$ cat src/rtl/mem_wb_stage.sv
// -----------------------------------------------------------------------------
// mem_wb_stage
//
// MEM/WB pipeline boundary of the 5-stage RISC-V core.
//
// What it does:
//   - Aligns the raw data-memory word to the load size and offset.
//   - Sign- or zero-extends that value.
//   - Flags misaligned halfword and word loads.
//   - Registers everything into the writeback (W) stage.
//   - Keeps the retired-instruction counter.
//
// Every output is a flop, so no input reaches an output combinationally.
//
// Ports
//   clk           core clock; all state updates on the rising edge
//   rst           asynchronous, active-high reset
//   StallW        hold all W-stage registers
//   FlushW        insert a bubble into W (wins over StallW)
//   ValidM        M stage holds a real instruction
//   RegWriteM     instruction writes rd
//   ResultSrcM    00 ALU, 01 load, 10/11 PC+4
//   RdM           destination register
//   Funct3M       load type: 000 lb, 001 lh, 010 lw, 100 lbu, 101 lhu
//   ALUResultM    ALU result; also the load byte address
//   ReadDataM     raw aligned word from data memory
//   PcPlus4M      PC+4 of the M instruction
//   ValidW        W holds a real instruction
//   RegWriteW     qualified register-file write enable
//   ResultSrcW    registered ResultSrcM
//   RdW           registered RdM
//   ALUResultW    registered ALUResultM
//   ReadDataW     extended load data
//   PcPlus4W      registered PcPlus4M
//   LoadMisalignW W holds a misaligned load
//   InstRetW      count of retired instructions
//
// Pipeline control
//   A W-stage capture happens when (!StallW || FlushW).
//   - Flush capture: loads a bubble. The control and data fields go to zero,
//     and the counter is left alone.
//   - Normal capture: loads the M-stage fields.
//   - Stall without flush: freezes every W register, including the counter.
// -----------------------------------------------------------------------------
module mem_wb_stage #(
  parameter int XLEN  = 32,
  parameter int CNT_W = 64
) (
  input  logic             clk,
  input  logic             rst,
  input  logic             StallW,
  input  logic             FlushW,
  input  logic             ValidM,
  input  logic             RegWriteM,
  input  logic [1:0]       ResultSrcM,
  input  logic [4:0]       RdM,
  input  logic [2:0]       Funct3M,
  input  logic [XLEN-1:0]  ALUResultM,
  input  logic [XLEN-1:0]  ReadDataM,
  input  logic [XLEN-1:0]  PcPlus4M,
  output logic             ValidW,
  output logic             RegWriteW,
  output logic [1:0]       ResultSrcW,
  output logic [4:0]       RdW,
  output logic [XLEN-1:0]  ALUResultW,
  output logic [XLEN-1:0]  ReadDataW,
  output logic [XLEN-1:0]  PcPlus4W,
  output logic             LoadMisalignW,
  output logic [CNT_W-1:0] InstRetW
);

  // Load funct3 encodings
  localparam logic [2:0] F3_LB  = 3'b000;
  localparam logic [2:0] F3_LH  = 3'b001;
  localparam logic [2:0] F3_LW  = 3'b010;
  localparam logic [2:0] F3_LBU = 3'b100;
  localparam logic [2:0] F3_LHU = 3'b101;

  localparam logic [1:0] RS_LOAD = 2'b01;

  // ---------------------------------------------------------------------------
  // Load extraction (M stage, combinational)
  // ---------------------------------------------------------------------------
  logic [1:0]      off;
  logic [7:0]      byte_sel;
  logic [15:0]     half_sel;
  logic [XLEN-1:0] load_ext;
  logic            is_load;
  logic            misalign;

  assign off     = ALUResultM[1:0];
  assign is_load = ValidM && (ResultSrcM == RS_LOAD);

  // Byte lane picked by the full offset.
  always_comb begin
    byte_sel = ReadDataM[7:0];
    case (off)
      2'd0:    byte_sel = ReadDataM[7:0];
      2'd1:    byte_sel = ReadDataM[15:8];
      2'd2:    byte_sel = ReadDataM[23:16];
      default: byte_sel = ReadDataM[31:24];
    endcase
  end

  // Halfword lane: only off[1] selects.
  // A misaligned halfword (off[0]=1) still reads the lane that off[1] names.
  always_comb begin
    half_sel = off[1] ? ReadDataM[31:16] : ReadDataM[15:0];
  end

  always_comb begin
    load_ext = ReadDataM;
    case (Funct3M)
      F3_LB:   load_ext = {{(XLEN-8){byte_sel[7]}}, byte_sel};
      F3_LBU:  load_ext = {{(XLEN-8){1'b0}}, byte_sel};
      F3_LH:   load_ext = {{(XLEN-16){half_sel[15]}}, half_sel};
      F3_LHU:  load_ext = {{(XLEN-16){1'b0}}, half_sel};
      F3_LW:   load_ext = ReadDataM;
      // Reserved encodings pass the raw word through.
      default: load_ext = ReadDataM;
    endcase
  end

  // Misalignment is only meaningful for a real load.
  // Reserved funct3 values never flag.
  always_comb begin
    misalign = 1'b0;
    if (is_load) begin
      case (Funct3M)
        F3_LH, F3_LHU: misalign = off[0];
        F3_LW:         misalign = (off != 2'b00);
        default:       misalign = 1'b0;
      endcase
    end
  end

  // ---------------------------------------------------------------------------
  // Capture qualification
  // ---------------------------------------------------------------------------
  logic capture;
  logic reg_write_q;
  logic retire;

  assign capture = !StallW || FlushW;

  // Writes to x0 are suppressed, but the instruction still occupies W.
  assign reg_write_q = ValidM && RegWriteM && (RdM != 5'd0) && !misalign;

  // A misaligned load traps, so it does not retire.
  assign retire = ValidM && !misalign;

  // ---------------------------------------------------------------------------
  // W-stage registers
  // ---------------------------------------------------------------------------
  always_ff @(posedge clk or posedge rst) begin
    if (rst) begin
      ValidW        <= 1'b0;
      RegWriteW     <= 1'b0;
      ResultSrcW    <= 2'b00;
      RdW           <= 5'd0;
      ALUResultW    <= '0;
      ReadDataW     <= '0;
      PcPlus4W      <= '0;
      LoadMisalignW <= 1'b0;
      InstRetW      <= '0;
    end else if (capture) begin
      if (FlushW) begin
        ValidW        <= 1'b0;
        RegWriteW     <= 1'b0;
        ResultSrcW    <= 2'b00;
        RdW           <= 5'd0;
        ALUResultW    <= '0;
        ReadDataW     <= '0;
        PcPlus4W      <= '0;
        LoadMisalignW <= 1'b0;
      end else begin
        ValidW        <= ValidM;
        RegWriteW     <= reg_write_q;
        // ResultSrcM == 11 is carried through as-is.
        // The writeback mux treats it as PC+4.
        ResultSrcW    <= ResultSrcM;
        RdW           <= RdM;
        ALUResultW    <= ALUResultM;
        ReadDataW     <= load_ext;
        PcPlus4W      <= PcPlus4M;
        LoadMisalignW <= misalign;
        // Wraps modulo 2^CNT_W.
        if (retire) InstRetW <= InstRetW + {{(CNT_W-1){1'b0}}, 1'b1};
      end
    end
  end

endmodule

$ cat config.mk
export PLATFORM = sky130hd
export DESIGN_NAME = mem_wb_stage
export DESIGN_NICKNAME = d
export VERILOG_FILES = /design/src/rtl/mem_wb_stage.sv
export SDC_FILE = /design/constraint.sdc
export NUM_CORES = 1
export LEC_CHECK = 0
export BUFFER_PORTS_ARGS = -buffer_cell sky130_fd_sc_hd__buf_2
export CAP_MARGIN = 20
export CORE_MARGIN = 4
export CORE_UTILIZATION = 34
export DETAILED_ROUTE_END_ITERATION = 12
export GPL_ROUTABILITY_DRIVEN = 0
export GPL_TIMING_DRIVEN = 0
export SLEW_MARGIN = 10
export SYNTH_ARGS = -nofsm -noshare
export SYNTH_HDL_FRONTEND = slang
export SYNTH_SLANG_ARGS = --single-unit
$ cat constraint.sdc
create_clock -name clk -period 11.9 [get_ports clk]
set_input_delay 0.595 -clock clk [delete_from_list [all_inputs] [get_ports clk]]
set_output_delay 0.595 -clock clk [all_outputs]
set_load 0.01 [all_outputs]
## Word level (Yosys, flattened, before mapping)

Cells that the tools add are included.

| storage, ports and cells | value |
|---|---|
| word-level logic and storage cells | 45 |
| input bits | 112 |
| register bits after elaboration | 170 |
| output and inout bits | 170 |

| operators by class | value |
|---|---|
| bitwise logic cells | 1 |
| multiplexer cells | 13 |
| eq/ne operators | 7 |
| $add $sub $neg | 1 |
| reductions and logical operators | 14 |

Operators with widths:

| cell | number |
|---|---|
| $pmux W32 S4 | 1 |
| $mux W32 | 3 |
| $add A64 B1 Y64 const B | 1 |
| $pmux W8 S3 | 1 |
| $mux W16 | 1 |
| $eq A3 B3 Y1 const B | 2 |
| $logic_and A1 B1 Y1 | 5 |
| $mux W5 | 1 |
| $reduce_bool A5 Y1 | 1 |
| $eq A2 B1 Y1 const B | 2 |
| $mux W1 | 4 |
| $eq A3 B1 Y1 const B | 1 |
| $eq A3 B2 Y1 const B | 1 |
| $logic_not A3 Y1 | 1 |
| $reduce_and A3 Y1 | 1 |
| $eq A2 B2 Y1 const B | 1 |
| $logic_not A1 Y1 | 2 |
| $logic_not A2 Y1 | 1 |
| $mux W2 | 1 |
| $pmux W1 S2 | 1 |
| $reduce_bool A2 Y1 | 1 |
| $reduce_or A2 Y1 | 1 |
| $logic_or A1 B1 Y1 | 1 |
| $not A1 Y1 | 1 |

## Logic depth before layout (Yosys ltp)

| logic depth | value |
|---|---|
| depth after elaboration | 7 |
| gate-level depth with buffers | 7 |

## Worst setup path after synthesis

No wires, ideal clock.

| timing | value |
|---|---|
| kind | input to register |
| start | input FlushW |
| end | register InstRetW[60] |
| slack | 9.742 ns |
| required time | 11.821 ns |
| data arrival time | 2.079 ns |
| stages | 5 |
| library setup time | 0.079 ns |
| cell sequence | or3b_1 > nor4_1 > nand4_2 > nor4_1 > xor2_1 |

| between the ends | value |
|---|---|
| longest elaborated chain between the ends | 2 |
| elaborated cells between the ends (all ways) | 3 |
| those cells by class | 1 x bitwise; 2 x reduce/logical |

Ends and longest elaborated chain:

| element | line | source |
|---|---|---|
| from (decl) | 52 | `input logic FlushW,` |
| $logic_or A1 B1 Y1 or $not A1 Y1 (tied branches) | - |  |
| $reduce_and A3 Y1 (no line) * | - |  |
| to (signal assigned) | 188 | `if (retire) InstRetW <= InstRetW + {{(CNT_W-1){1'b0}}, 1'b1};` |
| to (decl) | 69 | `output logic [CNT_W-1:0] InstRetW` |

Every way passes the cells marked *; elsewhere a longest branch is shown, timed or not.
A chain may end at the register's enable or synchronous reset.

## Final worst setup path

| timing | value |
|---|---|
| start | input StallW |
| end | register ReadDataW[17] |

| between the ends | value |
|---|---|
| longest elaborated chain between the ends | 2 |

Ends and longest elaborated chain:

| element | line | source |
|---|---|---|
| from (decl) | 51 | `input logic StallW,` |
| $logic_not A1 Y1 | 144 | `assign capture = !StallW \|\| FlushW;` |
| $logic_or A1 B1 Y1 | 144 |  |
| to (signal assigned) | 184 | `ReadDataW <= load_ext;` |
| to (decl) | 66 | `output logic [XLEN-1:0] ReadDataW,` |

No other way between the ends.

==> metrics.md <==
| Metric | Value |
|---|---|
| Cell Area, Synth | slightly below 8000 µm² |
| Max-cap viol count | 0 |
| Total track usage | 18.5% |
| Setup violations, final | 0 |
| Largest net degree at the start of global routing | 113 |
| Area Overhead vs Synth | 29.7% |
| Min Tclk post-route | 2530 ps |
| Post-cts sizing count | 0 |
| DRC violations left | 0 |
| Initial core utilization | 34.5% |
| Final Hold Viols | 0 |
| CTS Hold Bufs | 0 |
| CP Launch Type | input port |
| Clock Pin Slew Worst Setup and Hold Paths | 70 ps |
| Final ANT Viol Nets | 0 |
| Hold/Removal Path Class | input port to async pin |
| CTS Buf Count | 17 |
| Vias | 6629 |
| Synth top cells by count | dfrtp_1 (170), nor2_1 (95), mux2i_1 (74), nand2_1 (66), xor2_1 (44) |
| Share of post-route cells with drive strength above 1 | 32.0% |
| Worst skew pair latency | 430 ps |
| P_leak | 5.49 nW |
| Grt total ovfl | 0 |
| Least-Margin Pin Slew | 997 ps |
| Yosys warns | 0 |
| Die Ht | 159 µm |
| Fmax achieved | between 300 and 400 MHz |
| Core ar. | 22600 µm² |
| DRT Wirelength | 23.8 mm |
| Die area | 25400 µm² |
| Asr flop ratio synth | 100% |
| Max-slew violation count | 0 |
| Post CTS Setup Buffer Count | 0 |
| Peak supply drop | 80.5 µV |
| Fill count | 2180 |
| Net Count, Synth | 844 |
| HPWL after DPL | 17.6 mm |
| Cell taking the most area after synthesis | dfrtp_1 |
| CTS tree | built |
| Die W | 159 µm |
| Count of nets after finishing | between 1000 and 1500 |
| Clock sinks | 170 |
| RSZ-0062 raised after global routing | no |
| Number of global-route vias before repair | approximately 6600 |
| DR iter-0 viols | 399 |
| Syn Inst Count | 731 |
| Critical path peak fanout | 10 |
| Share of Yosys cell area claimed by the top area cell type | 54.6% |
| IO buf count | 278 |
| Syn Area/Cell | around 11 µm² |
| Period Utilization, post-route | 21.3% |
| Total power | 1.32 mW |
| EDFF count, synth | 0 |
| Slew Limit Headroom | between 30% and 40% |
| Antenna violations before repair | 2 |
| Routed WL per cell | 17.9 µm |
| Hold WS | roughly 180 ps |
| Sequential cell area fraction in the yosys report | 54.6% |
| Required time worst endpoint | 12260 ps |
| Bufs on Longest Clock Path | 2 |
| Most frequent cell after synthesis | dfrtp_1 |
| Pre-antenna DRT Iters | 5 |
| ANT cells | 0 |
| Final TNS setup | 0 ps |
| Main flop type after synthesis | dfrtp_1 |
| Worst Path Arrival | around 2900 ps |
| Setup crit end kind | register |
| Post-synthesis register bit count | 170 |
| Row count | 55 |
| PD cells | 131 nW/µm² |
| H-Tree Depth | 4 |
| Clk root buf | clkbuf_16 |
| Synth area leaders | dfrtp_1 (55%), mux2i_1 (9.5%), xor2_1 (4.9%) |
| Yosys cell types | 52 |
| First-pass GRT wire length | 37.6 mm |
| IO Pins | 282 |
| WS Path Type | input port to register |
| Status | finished clean |
| Layout Skew | 13.6 ps |
| Via/cell ratio | between 4 and 5 |
[metrics by stage]
step           std cells  utilization, %  cell area, µm²  setup slack [ps]
2_1_floorplan        731               -            7790              6700
3_3_place_gp        1294            42.3            9540              4490
3_5_place_dp        1295            42.4            9570              8960
4_1_cts             1327            44.8           10100              9410
5_1_grt             1327            44.8           10100              9160
6_report            1327            44.8           10100              9370
[worst paths after layout]
| check | cells after the start | slack [ps] | end | start |
|---|---|---|---|---|
| worst max-delay path | 6 | 9370 | ReadDataW[17]$_DFFE_PP0P_ | StallW |
| worst min-delay path | 2 | 180 | ALUResultW[15]$_DFFE_PP0P_ | rst |
| worst max register to register | 6 | 9510 | InstRetW[57]$_DFFE_PP0P_ | InstRetW[29]$_DFFE_PP0P_ |
| worst min register to register | 1 | 470 | InstRetW[63]$_DFFE_PP0P_ | InstRetW[63]$_DFFE_PP0P_ |
| max in group asynchronous | 3 | 10810 | ResultSrcW[0]$_DFFE_PP0P_ | rst |
| min in group clk | 3 | 400 | ALUResultW[17]$_DFFE_PP0P_ | ALUResultM[17] |
[cells by family (layout without fill, tap and decap cells)]
kind of cell / after synthesis / in the layout / synth area share [%]
buffers and inverters: 55 / 366 / 2.79
AND/OR/NAND/NOR: 285 / 285 / 18.1
adder cells (fa/ha/maj): 1 / 1 / 0.161
multiplexers: 77 / 77 / 10.1
flip-flops: 170 / 170 / 54.6
XOR/XNOR: 63 / 63 / 7.08
AO/OA/AOI/OAI: 80 / 80 / 7.21
[critical path: stages]
cell      delay [ps]
buf_2            100
clkbuf_1         400
clkinv_1         380
nor2_1           690
clkbuf_1         470
a221o_1          240
[metal layers]
metal | vias up | share of wire, % | global-route usage, %
met5 | - | 0.093 | 0
met1 | 3184 | 46 | 25.1
met3 | 36 | 5.8 | 4.48
li1 | 3170 | - | -
met2 | 235 | 46 | 29.2
met4 | 4 | 2.3 | 6.27
[final cells by class]
class                           instances  area, µm²  area share [%]
Buffer                                 38        154            1.52
Clock buffer                           20        447            4.42
Clock inverter                         12       87.6           0.867
Inverter                               17       71.3           0.706
Multi-Input combinational cell        506       3320            32.8
Sequential cell                       170       4250            42.1
Tap cell                              285        357            3.53
Timing Repair Buffer                  279       1420            14.0
[sequential cells by signal (all words and copies together) (netlist names)]
| signal | flops |
|---|---|
| RegWriteW | 1 |
| PcPlus4W | 32 |
| RdW | 5 |
| ValidW | 1 |
| ResultSrcW | 2 |
| ALUResultW | 32 |
| LoadMisalignW | 1 |
| ReadDataW | 32 |
| InstRetW | 64 |
[cell usage in the layout, fill, tap and decap left out, types with 6 or more instances in the layout]
master | netlist | layout
nand3_1 | 24 | 24
o221ai_1 | 8 | 8
xnor2_1 | 19 | 19
nor4_1 | 13 | 13
inv_1 | 16 | 15
and3_1 | 9 | 9
a31oi_1 | 7 | 7
nor2_1 | 95 | 95
a211oi_1 | 6 | 6
clkbuf_16 | 0 | 17
xor2_1 | 44 | 44
nand4_1 | 15 | 15
nand2_1 | 66 | 66
nor3_1 | 33 | 33
mux2i_1 | 74 | 74
clkbuf_1 | 26 | 28
buf_2 | 8 | 286
a221o_1 | 16 | 16
o21ai_0 | 10 | 10
a21oi_1 | 26 | 26
dfrtp_1 | 170 | 170
[report_power, final]
part,switching (mW),internal (mW),leakage (nW)
clock,0.247,0.275,0.261
sequential,0.0259,0.607,2.26
combinational,0.0980,0.0699,2.96
total,0.371,0.952,5.49
Note: power is estimated with default switching activity, not from simulation.
